--- src/rtl/nibble_serial_add_ctrl.sv ---
// nibble_serial_add_ctrl: multi-precision adder sequencer.
// Adds two WIDTH-bit operands one nibble per cycle through a single shared
// 4-bit ripple-carry slice (par_4bit_add), carrying between nibbles in a
// register. WIDTH must be a multiple of 4 and at least 4.
// Optional feature macro: NIBBLE_SERIAL_ADDSUB_EN adds a 'sub' input that
// turns the operation into a - b (B inverted, initial carry forced to 1).

// 4-bit ripple-carry add slice shared by the sequencer.
module par_4bit_add (
   input  logic [3:0] a,
   input  logic [3:0] b,
   input  logic       cin,
   output logic [3:0] sum,
   output logic       cout
);

   logic [4:0] c;

   // Ripple the carry through four full-adder bits.
   always_comb begin
      c    = '0;
      sum  = '0;
      c[0] = cin;
      for (int i = 0; i < 4; i++) begin
         sum[i]   = a[i] ^ b[i] ^ c[i];
         c[i + 1] = (a[i] & b[i]) | (c[i] & (a[i] ^ b[i]));
      end
   end

   assign cout = c[4];

endmodule

module nibble_serial_add_ctrl #(
   parameter int WIDTH = 16
) (
   input  logic             clk,
   input  logic             rst,
`ifdef NIBBLE_SERIAL_ADDSUB_EN
   input  logic             sub,
`endif
   input  logic             start,
   input  logic [WIDTH-1:0] a,
   input  logic [WIDTH-1:0] b,
   input  logic             cin,
   output logic             busy,
   output logic             done,
   output logic [WIDTH-1:0] sum,
   output logic             cout
);

   localparam int N     = WIDTH / 4;
   localparam int IDX_W = (N > 1) ? $clog2(N) : 1;
   localparam logic [IDX_W-1:0] LAST_IDX = IDX_W'(N - 1);

   typedef enum logic {
      S_IDLE = 1'b0,
      S_RUN  = 1'b1
   } state_t;

   state_t           state_q, state_d;
   logic [IDX_W-1:0] idx_q, idx_d;
   logic             carry_q, carry_d;
   logic [WIDTH-1:0] a_q, a_d;
   logic [WIDTH-1:0] b_q, b_d;
   logic [WIDTH-1:0] acc_q, acc_d;
   logic [WIDTH-1:0] sum_q, sum_d;
   logic             cout_q, cout_d;
   logic             busy_q, busy_d;
   logic             done_q, done_d;
`ifdef NIBBLE_SERIAL_ADDSUB_EN
   logic             sub_q, sub_d;
`endif

   logic [3:0]       nib_a;
   logic [3:0]       nib_b;
   logic [3:0]       slice_sum;
   logic             slice_cout;

   // Select the current nibble of each operand for the shared slice.
   always_comb begin
      nib_a = '0;
      nib_b = '0;
      for (int i = 0; i < N; i++) begin
         if (idx_q == i[IDX_W-1:0]) begin
            nib_a = a_q[i*4 +: 4];
            nib_b = b_q[i*4 +: 4];
         end
      end
`ifdef NIBBLE_SERIAL_ADDSUB_EN
      // Subtraction is a + ~b + 1; the +1 enters as the initial carry.
      nib_b = nib_b ^ {4{sub_q}};
`endif
   end

   par_4bit_add u_slice (
      .a    (nib_a),
      .b    (nib_b),
      .cin  (carry_q),
      .sum  (slice_sum),
      .cout (slice_cout)
   );

   // Next-state logic: accept a request in IDLE, walk the nibbles in RUN.
   always_comb begin
      state_d = state_q;
      idx_d   = idx_q;
      carry_d = carry_q;
      a_d     = a_q;
      b_d     = b_q;
      acc_d   = acc_q;
      sum_d   = sum_q;
      cout_d  = cout_q;
      busy_d  = busy_q;
      done_d  = 1'b0;
`ifdef NIBBLE_SERIAL_ADDSUB_EN
      sub_d   = sub_q;
`endif
      case (state_q)
         S_IDLE: begin
            if (start) begin
               a_d     = a;
               b_d     = b;
               carry_d = cin;
               idx_d   = '0;
               busy_d  = 1'b1;
               state_d = S_RUN;
`ifdef NIBBLE_SERIAL_ADDSUB_EN
               sub_d   = sub;
               if (sub) begin
                  carry_d = 1'b1;
               end
`endif
            end
         end
         S_RUN: begin
            for (int i = 0; i < N; i++) begin
               if (idx_q == i[IDX_W-1:0]) begin
                  acc_d[i*4 +: 4] = slice_sum;
               end
            end
            carry_d = slice_cout;
            idx_d   = idx_q + 1'b1;
            // Final nibble: publish the result and return to IDLE.
            if (idx_q == LAST_IDX) begin
               sum_d   = acc_d;
               cout_d  = slice_cout;
               done_d  = 1'b1;
               busy_d  = 1'b0;
               idx_d   = '0;
               state_d = S_IDLE;
            end
         end
         default: begin
            state_d = S_IDLE;
            busy_d  = 1'b0;
         end
      endcase
   end

   // State and output registers; reset aborts any operation in flight.
   always_ff @(posedge clk) begin
      if (rst) begin
         state_q <= S_IDLE;
         idx_q   <= '0;
         carry_q <= 1'b0;
         a_q     <= '0;
         b_q     <= '0;
         acc_q   <= '0;
         sum_q   <= '0;
         cout_q  <= 1'b0;
         busy_q  <= 1'b0;
         done_q  <= 1'b0;
`ifdef NIBBLE_SERIAL_ADDSUB_EN
         sub_q   <= 1'b0;
`endif
      end else begin
         state_q <= state_d;
         idx_q   <= idx_d;
         carry_q <= carry_d;
         a_q     <= a_d;
         b_q     <= b_d;
         acc_q   <= acc_d;
         sum_q   <= sum_d;
         cout_q  <= cout_d;
         busy_q  <= busy_d;
         done_q  <= done_d;
`ifdef NIBBLE_SERIAL_ADDSUB_EN
         sub_q   <= sub_d;
`endif
      end
   end

   assign busy = busy_q;
   assign done = done_q;
   assign sum  = sum_q;
   assign cout = cout_q;

endmodule
--- config.mk ---
export PLATFORM = sky130hd
export DESIGN_NAME = nibble_serial_add_ctrl
export DESIGN_NICKNAME = d
export VERILOG_FILES = /design/src/rtl/nibble_serial_add_ctrl.sv
export SDC_FILE = /design/constraint.sdc
export NUM_CORES = 1
export LEC_CHECK = 0
export ABC_AREA = 1
export BUFFER_PORTS_ARGS = -buffer_cell sky130_fd_sc_hd__buf_2
export CORE_ASPECT_RATIO = 2
export CORE_MARGIN = 2
export CORE_UTILIZATION = 28
export CTS_BUF_LIST = sky130_fd_sc_hd__clkbuf_4 sky130_fd_sc_hd__clkbuf_8
export DETAILED_ROUTE_END_ITERATION = 6
export GPL_TIMING_DRIVEN = 0
export PLACE_DENSITY_LB_ADDON = 0.1
export SLEW_MARGIN = 20
export SYNTH_ARGS = -nofsm -noshare
export SYNTH_HDL_FRONTEND = slang
export SYNTH_HIERARCHICAL = 1
export SYNTH_SLANG_ARGS = --single-unit
export TNS_END_PERCENT = 1
--- constraint.sdc ---
create_clock -name clk -period 3.3 [get_ports clk]
set_clock_uncertainty 0.15 [all_clocks]
set_input_delay 0.66 -clock clk [delete_from_list [all_inputs] [get_ports clk]]
set_output_delay 0.66 -clock clk [all_outputs]
set_load 0.1 [all_outputs]
==> reports/results.ini, run 1 <==
[worst_setup_path]
startpoint=idx_q[1]$_SDFFE_PP0P_
startpoint_type=flop
critPathKind=flop to flop
cp_slowest_stage_delay_ps=420
cp_max_fo=10
slowest_stage=fa_1
crit_top_cell=nand2_1
crit_chain=inv_4, ha_4, buf_6, a21oi_2, nand2_1, nand2_1, nand2_1, fa_1, inv_1, fa_1, inv_1, fa_2, inv_2, fa_1, inv_2, nand2_1, nand2_2, o21ai_1, inv_1
required_ps=3450
critPathCaptureType=flop
r2r-start=idx_q[1]$_SDFFE_PP0P_
critPathArrivalTime_ps=3310

[min_path]
min_path_type=flop to flop
min_from=sum[11]$_SDFFE_PP0P_

[die]
io_pins=55
start_util_pct=28.8
rows=53
coreArea_um2=10500
fp.dieW_um=77.6
die_h_um=151
die_area_um2=11700

[global_route]
grt_use_total_pct=15.4
grt_use_met2_pct=30.0
grt_pass1_vias=2771
met3_usage_pct=2.98
antenna_found_initial=0
grt_max_degree=11
grt_pass1_wl_um=13500
grt_overflow=0
met1_usage_pct=14.6
busiest_layer=met2

[synthesis]
synth_fp_nets=479
netlist_area_um2=3040
async_flop_share_pct=0
synth_edf_count=0
synthDistinctLibCells=19
ys_seq_area_share_pct=44.2
ys.warnings.count=6
synthFlopType=dfxtp_1
avgSynthCellArea_um2=6.98
synthCells=435
ys_ff_latch=67

[placed_design]
gp_congestion=0.807
place.port_buffers=54
dpl.hpwl_um=6630
dpl-instance-area_um2=3480
place_ws_ps=-185

[timing]
finalCriticalPeriod_ps=3160
fin_crit_sh_pct=95.6
whs_ps=317
relSlewSlack_pct=67.3
hold_viol=0
slew_violations=0
tightest_slew_ps=493
max_freq_ghz=0.317
setup_slack_ps=145
setup_tns_ps=0
finalSetupViolCount=0

[flow_run]
cap_violations=0

[drt]
wl_um=8490
ant_nets=0
dr.pass1.iters=4
vias=2807
drt_iter0_markers=75
wire_per_inst_um=13.2
drc=0
via_per_inst=4.37

[clock_network]
clk_latency_ps=360
cts.sinks=67
cts_made_buffers=9
cts_tree=built
htreeDepth=3
cts_hold_buf=0
cts_root_buffer=clkbuf_8
clk_path_buf_depth=2
clk_pin_slew_worst_paths_ps=70

[power]
leakagePower_nw=1.91
ir_drop_mv=0.202
power.density_nw_per_um2=487

[layout]
layout-drive-gt1-share_pct=24.3
final_util_pct=35.8
syn_to_final_growth_pct=24.3
design_area_um2=3770
fin_nets=548
antenna_cells=0

[outcome]
outcome=finished, final reports clean

final cells by class:
class	count	area (um2)
tap	137	171
inverter	36	143
timing repair buffer	59	308
buffer	25	210
multi-input combinational	306	1430
clock buffer	13	160
sequential	67	1350
fill	1191	6770
registers in the layout (all words and copies together), names as in the netlist:
signal   count
idx_q        2
carry_q      1
state_q      1
b_q         16
cout         1
busy         1
done         1
acc_q       12
sum         16
a_q         16
cell usage in the layout, fill, tap and decap left out, types with 7 or more instances in the layout:
master and count:
inv_2 7, o21ai_1 10, buf_4 9, inv_1 26, buf_2 62, o21ai_0 39, clkbuf_8 10, a21oi_1 7
buf_6 12, dfxtp_1 65, nand2_1 98, nor2_1 107, nand3_1 27
critical path: cells and delay by family (launching register included):
family	cells	cell delay (ps)
adders and majority gates	5	1480
buffers and inverters	7	550
DFF	1	390
and+or+nand+nor	5	350
AOI/OAI and AO/OA	2	190
worst paths after layout:
check	to	slack [ps]	depth (start not counted)
hold / removal	sum[11]$_SDFFE_PP0P_	320	2
setup / recovery	acc_q[7]$_SDFFE_PP0P_	140	19
setup reg to reg	acc_q[7]$_SDFFE_PP0P_	140	19
hold reg to reg	sum[11]$_SDFFE_PP0P_	320	2
report_power, final:
group	switching (W)	leakage [nW]	internal, W	total (W)
sequential	0.0000294	0.552	0.000857	0.000886
clock	0.000295	0.0857	0.000306	0.000601
combinational	0.000216	1.27	0.000132	0.000349
total	0.000540	1.91	0.00130	0.00184
cells by family after synthesis:
family / synth area share (%)
buf+inv: 10.6
compound gates: 9.56
simple gates: 31.4
flops: 44.2
fa+ha+maj: 4.29
layer usage:
| metal | routed length, um | vias to the layer above |
|---|---|---|
| li1 | - | 1478 |
| met1 | 3210 | 1259 |
| met2 | 4800 | 57 |
| met3 | 287 | 13 |
| met4 | 188 | 0 |
| met5 | 0 | - |
timing repair:
| item | 4_1_cts | 5_1_grt |
|---|---|---|
| gates resized for setup | 18 | 23 |
| setup buffers | 0 | 5 |
| setup endpoints to repair | 7 | 7 |
| pin swaps | 1 | 3 |
Yosys cell counts (3+ instances only):
cell type	count	area, um2
o21ai_0	42	210
nand2_1	100	375
ha_1	4	50.1
fa_1	4	80.1
buf_6	7	78.8
a21oi_1	9	45.0
nor2_1	110	413
inv_1	32	120
buf_4	4	30.0
buf_2	14	70.1
o21ai_1	7	35.0
dfxtp_1	67	1340
nand3_1	27	135
inv_2	3	11.3
per-stage QoR:
stage | std cells | power (W)
after floorplan | 435 | 0.00111
after global placement | 626 | 0.00122
after detailed placement | 626 | 0.00123
after CTS | 639 | 0.00184
after global routing | 643 | 0.00194
final | 643 | 0.00184
No activity file was read; power rests on OpenSTA's default activity.
==> run 2, diff against run 1 <==
ABC_AREA = 0   (was 1)
==> run 2 against run 1 <==
  * Cell area up 0.43%
  * Clock power up 17%
  * Total power up 0.70%
  * Clock-buffer cell count down 1
  * Sequential power down 3.0%
  * Routed wire length down 7.0%
  * Core utilization up 0.38 points
  * Global-route usage down 0.87 points
==> reports/results.ini, run 2 <==
[power]
power.density_nw_per_um2=488
leakagePower_nw=1.51
ir_drop_mv=0.228

[worst_setup_path]
r2r_slack_ps=60
r2r_end=acc_q[11]$_SDFFE_PP0P_
crit_chain=inv_4, ha_4, nor2b_4, buf_8, a22oi_2, a221oi_4, fa_2, inv_2, fa_2, inv_2, fa_2, inv_2, fa_1, inv_4, nand3_2, a21oi_2
cp_max_fo=7
reg2reg_depth=16
startpoint_type=flop
critPathArrivalTime_ps=3390
cp_num_buf_inv=6
critPathCaptureType=flop
cp_slowest_stage_delay_ps=450
r2r-start=idx_q[0]$_SDFFE_PP0P_
critPathKind=flop to flop
required_ps=3450
slowest_stage=fa_1
critical_path_depth=16
cp_top_family=adder cells

[timing]
relSlewSlack_pct=65.8
whs_ps=294
finalSetupViolCount=0
fin_crit_sh_pct=98.2
max_freq_ghz=0.309
slew_violations=0
hold_viol=0
tightest_slew_ps=512
finalCriticalPeriod_ps=3240
rsz0062_at_grt=yes

[drt]
wire_per_inst_um=14.3
drc=0
vias=2472
wl_um=7900
ant_nets=0
dr.pass1.iters=4
drt_iter0_markers=92
via_per_inst=4.46

[synthesis]
avgSynthCellArea_um2=8.71
synth_top_family_by_area=compound AO/OA/AOI/OAI gates
ys_ff_latch=67
synth_edf_count=0
synthCells=343
synth_largest_area_cell=dfxtp_1
ys_seq_area_share_pct=44.9
synthAdderAreaFrac_pct=4.36
ys.warnings.count=6
synth_fp_nets=387
async_flop_share_pct=0
synthFlopType=dfxtp_1
synth.most_common_cell=nand2_1
netlist_area_um2=2990
yosys.area_share.simple_pct=17.8
synthDistinctLibCells=29
synth-compound-area-share_pct=19.2
yosys.area_share.xor_xnor_pct=0
synth_area_leaders=dfxtp_1 (45%), nand2_1 (12%), a21oi_1 (7.7%)
synth.mux.area_fraction_pct=4.73
synthTopCellsByCount=nand2_1 (92), dfxtp_1 (67), a21oi_1 (46)
yosys.area.top_type_share_pct=44.9

[clock_network]
cts.sinks=67
clk_path_buf_depth=2
cts_made_buffers=9
clk_latency_ps=350
htreeDepth=3
clk_pin_slew_worst_paths_ps=70
cts_hold_buf=0
cts_root_buffer=clkbuf_8
cts_tree=built

[min_path]
hold_depth=2
min_path_type=flop to flop
hold_end=sum[6]$_SDFFE_PP0P_
min_from=sum[6]$_SDFFE_PP0P_

[flow_run]
cap_violations=0

[layout]
final_common_cell=nand2_1
final_cell_mix=nand2_1 (92), buf_2 (68), dfxtp_1 (65)
antenna_cells=0
syn_to_final_growth_pct=26.9
final_cells=554
layout-drive-gt1-share_pct=33.3
fin_nets=458
fill_cells=1187
seq_area_um2=1350
multi_input_area_um2=1470

[global_route]
grt_overflow=0
grt_use_total_pct=14.6
antenna_found_initial=0
grt_pass1_vias=2530
grt_pass1_wl_um=12500
grt_max_degree=11

[die]
die_area_um2=11600
io_pins=55
coreArea_um2=10500
fp.dieW_um=77.0
start_util_pct=28.5
die_h_um=150
rows=53

[placed_design]
gp_congestion=0.763
dpl.hpwl_um=6010
place.port_buffers=54
dp.cells=534

[outcome]
outcome=finished, final reports clean

[run 2: cell count changes after synthesis, moves of 10 or more]
cell and delta:
nor3b_1 +10, nor2_1 -107, nand3_1 -15, mux2i_1 +13, inv_1 -12, a21oi_1 +37
o21ai_0 -42
[run 2: cells by family after synthesis]
group	count (synthesis)
buffers and inverters	50
multiplexers	14
flip-flops	67
AO/OA/AOI/OAI	82
AND/OR/NAND/NOR	122
adder cells (fa/ha/maj)	8
[run 2: worst register-to-register path, delay by kind of cell (launching register included)]
family,cells,cell delay [ps]
AO/OA/AOI/OAI,3,460
adder cells (fa/ha/maj),5,1510
buffers and inverters,6,460
flip-flops,1,390
AND/OR/NAND/NOR,2,210
[run 2: stage by stage]
stage,total power (W),setup WS (ps),cell area [um2],util [%],setup TNS (ps)
floorplan,0.00105,20.2,2990,-,0
global placement,0.00114,-363,3430,32.7,-2380
detailed placement,0.00114,-392,3430,32.7,-2610
CTS,0.00187,-26.4,3720,35.5,-30.2
global route,0.00193,-68.9,3790,36.2,-338
finish,0.00185,59.7,3790,36.2,0
[run 2: how the worst max path moves through the flow]
stage / start / endpoint
final: idx_q[0]$_SDFFE_PP0P_ / acc_q[11]$_SDFFE_PP0P_
after global routing: idx_q[0]$_SDFFE_PP0P_ / sum[11]$_SDFFE_PP0P_
after CTS: idx_q[0]$_SDFFE_PP0P_ / sum[11]$_SDFFE_PP0P_
after detailed placement: idx_q[0]$_SDFFE_PP0P_ / acc_q[3]$_SDFFE_PP0P_
after global placement: idx_q[0]$_SDFFE_PP0P_ / sum[11]$_SDFFE_PP0P_
after floorplan: idx_q[0]$_SDFFE_PP0P_ / acc_q[11]$_SDFFE_PP0P_
[run 2: layout make-up]
class	instances	area share (%)
buffer	26	4.82
clock buffer	12	4.36
clock inverter	2	0.924
inverter	21	2.28
multi-input combinational	226	38.7
sequential	67	35.5
tap	137	4.52
timing repair buffer	63	8.91
[run 2: power by group]
part           total [W]  switching [W]  internal (W)  leakage, nW
clock network   0.000705       0.000304      0.000401        0.104
registers       0.000859      0.0000193      0.000840        0.547
logic           0.000285       0.000170      0.000114        0.857
total            0.00185       0.000494       0.00135         1.51
[run 2: timing repair]
item,CTS,global route
pin swaps,3,13
resized for setup,18,18
setup buffers,6,3
cloned,0,0
endpoints found under the setup margin,9,7
[run 2: routing by layer]
layer / vias up / share of wire [%] / GRT usage, %
met5: - / 0 / 0
met4: 0 / 2.6 / 8.57
met3: 11 / 2.7 / 2.59
met2: 44 / 58 / 28.7
met1: 1138 / 37 / 13.7
li1: 1279 / - / -
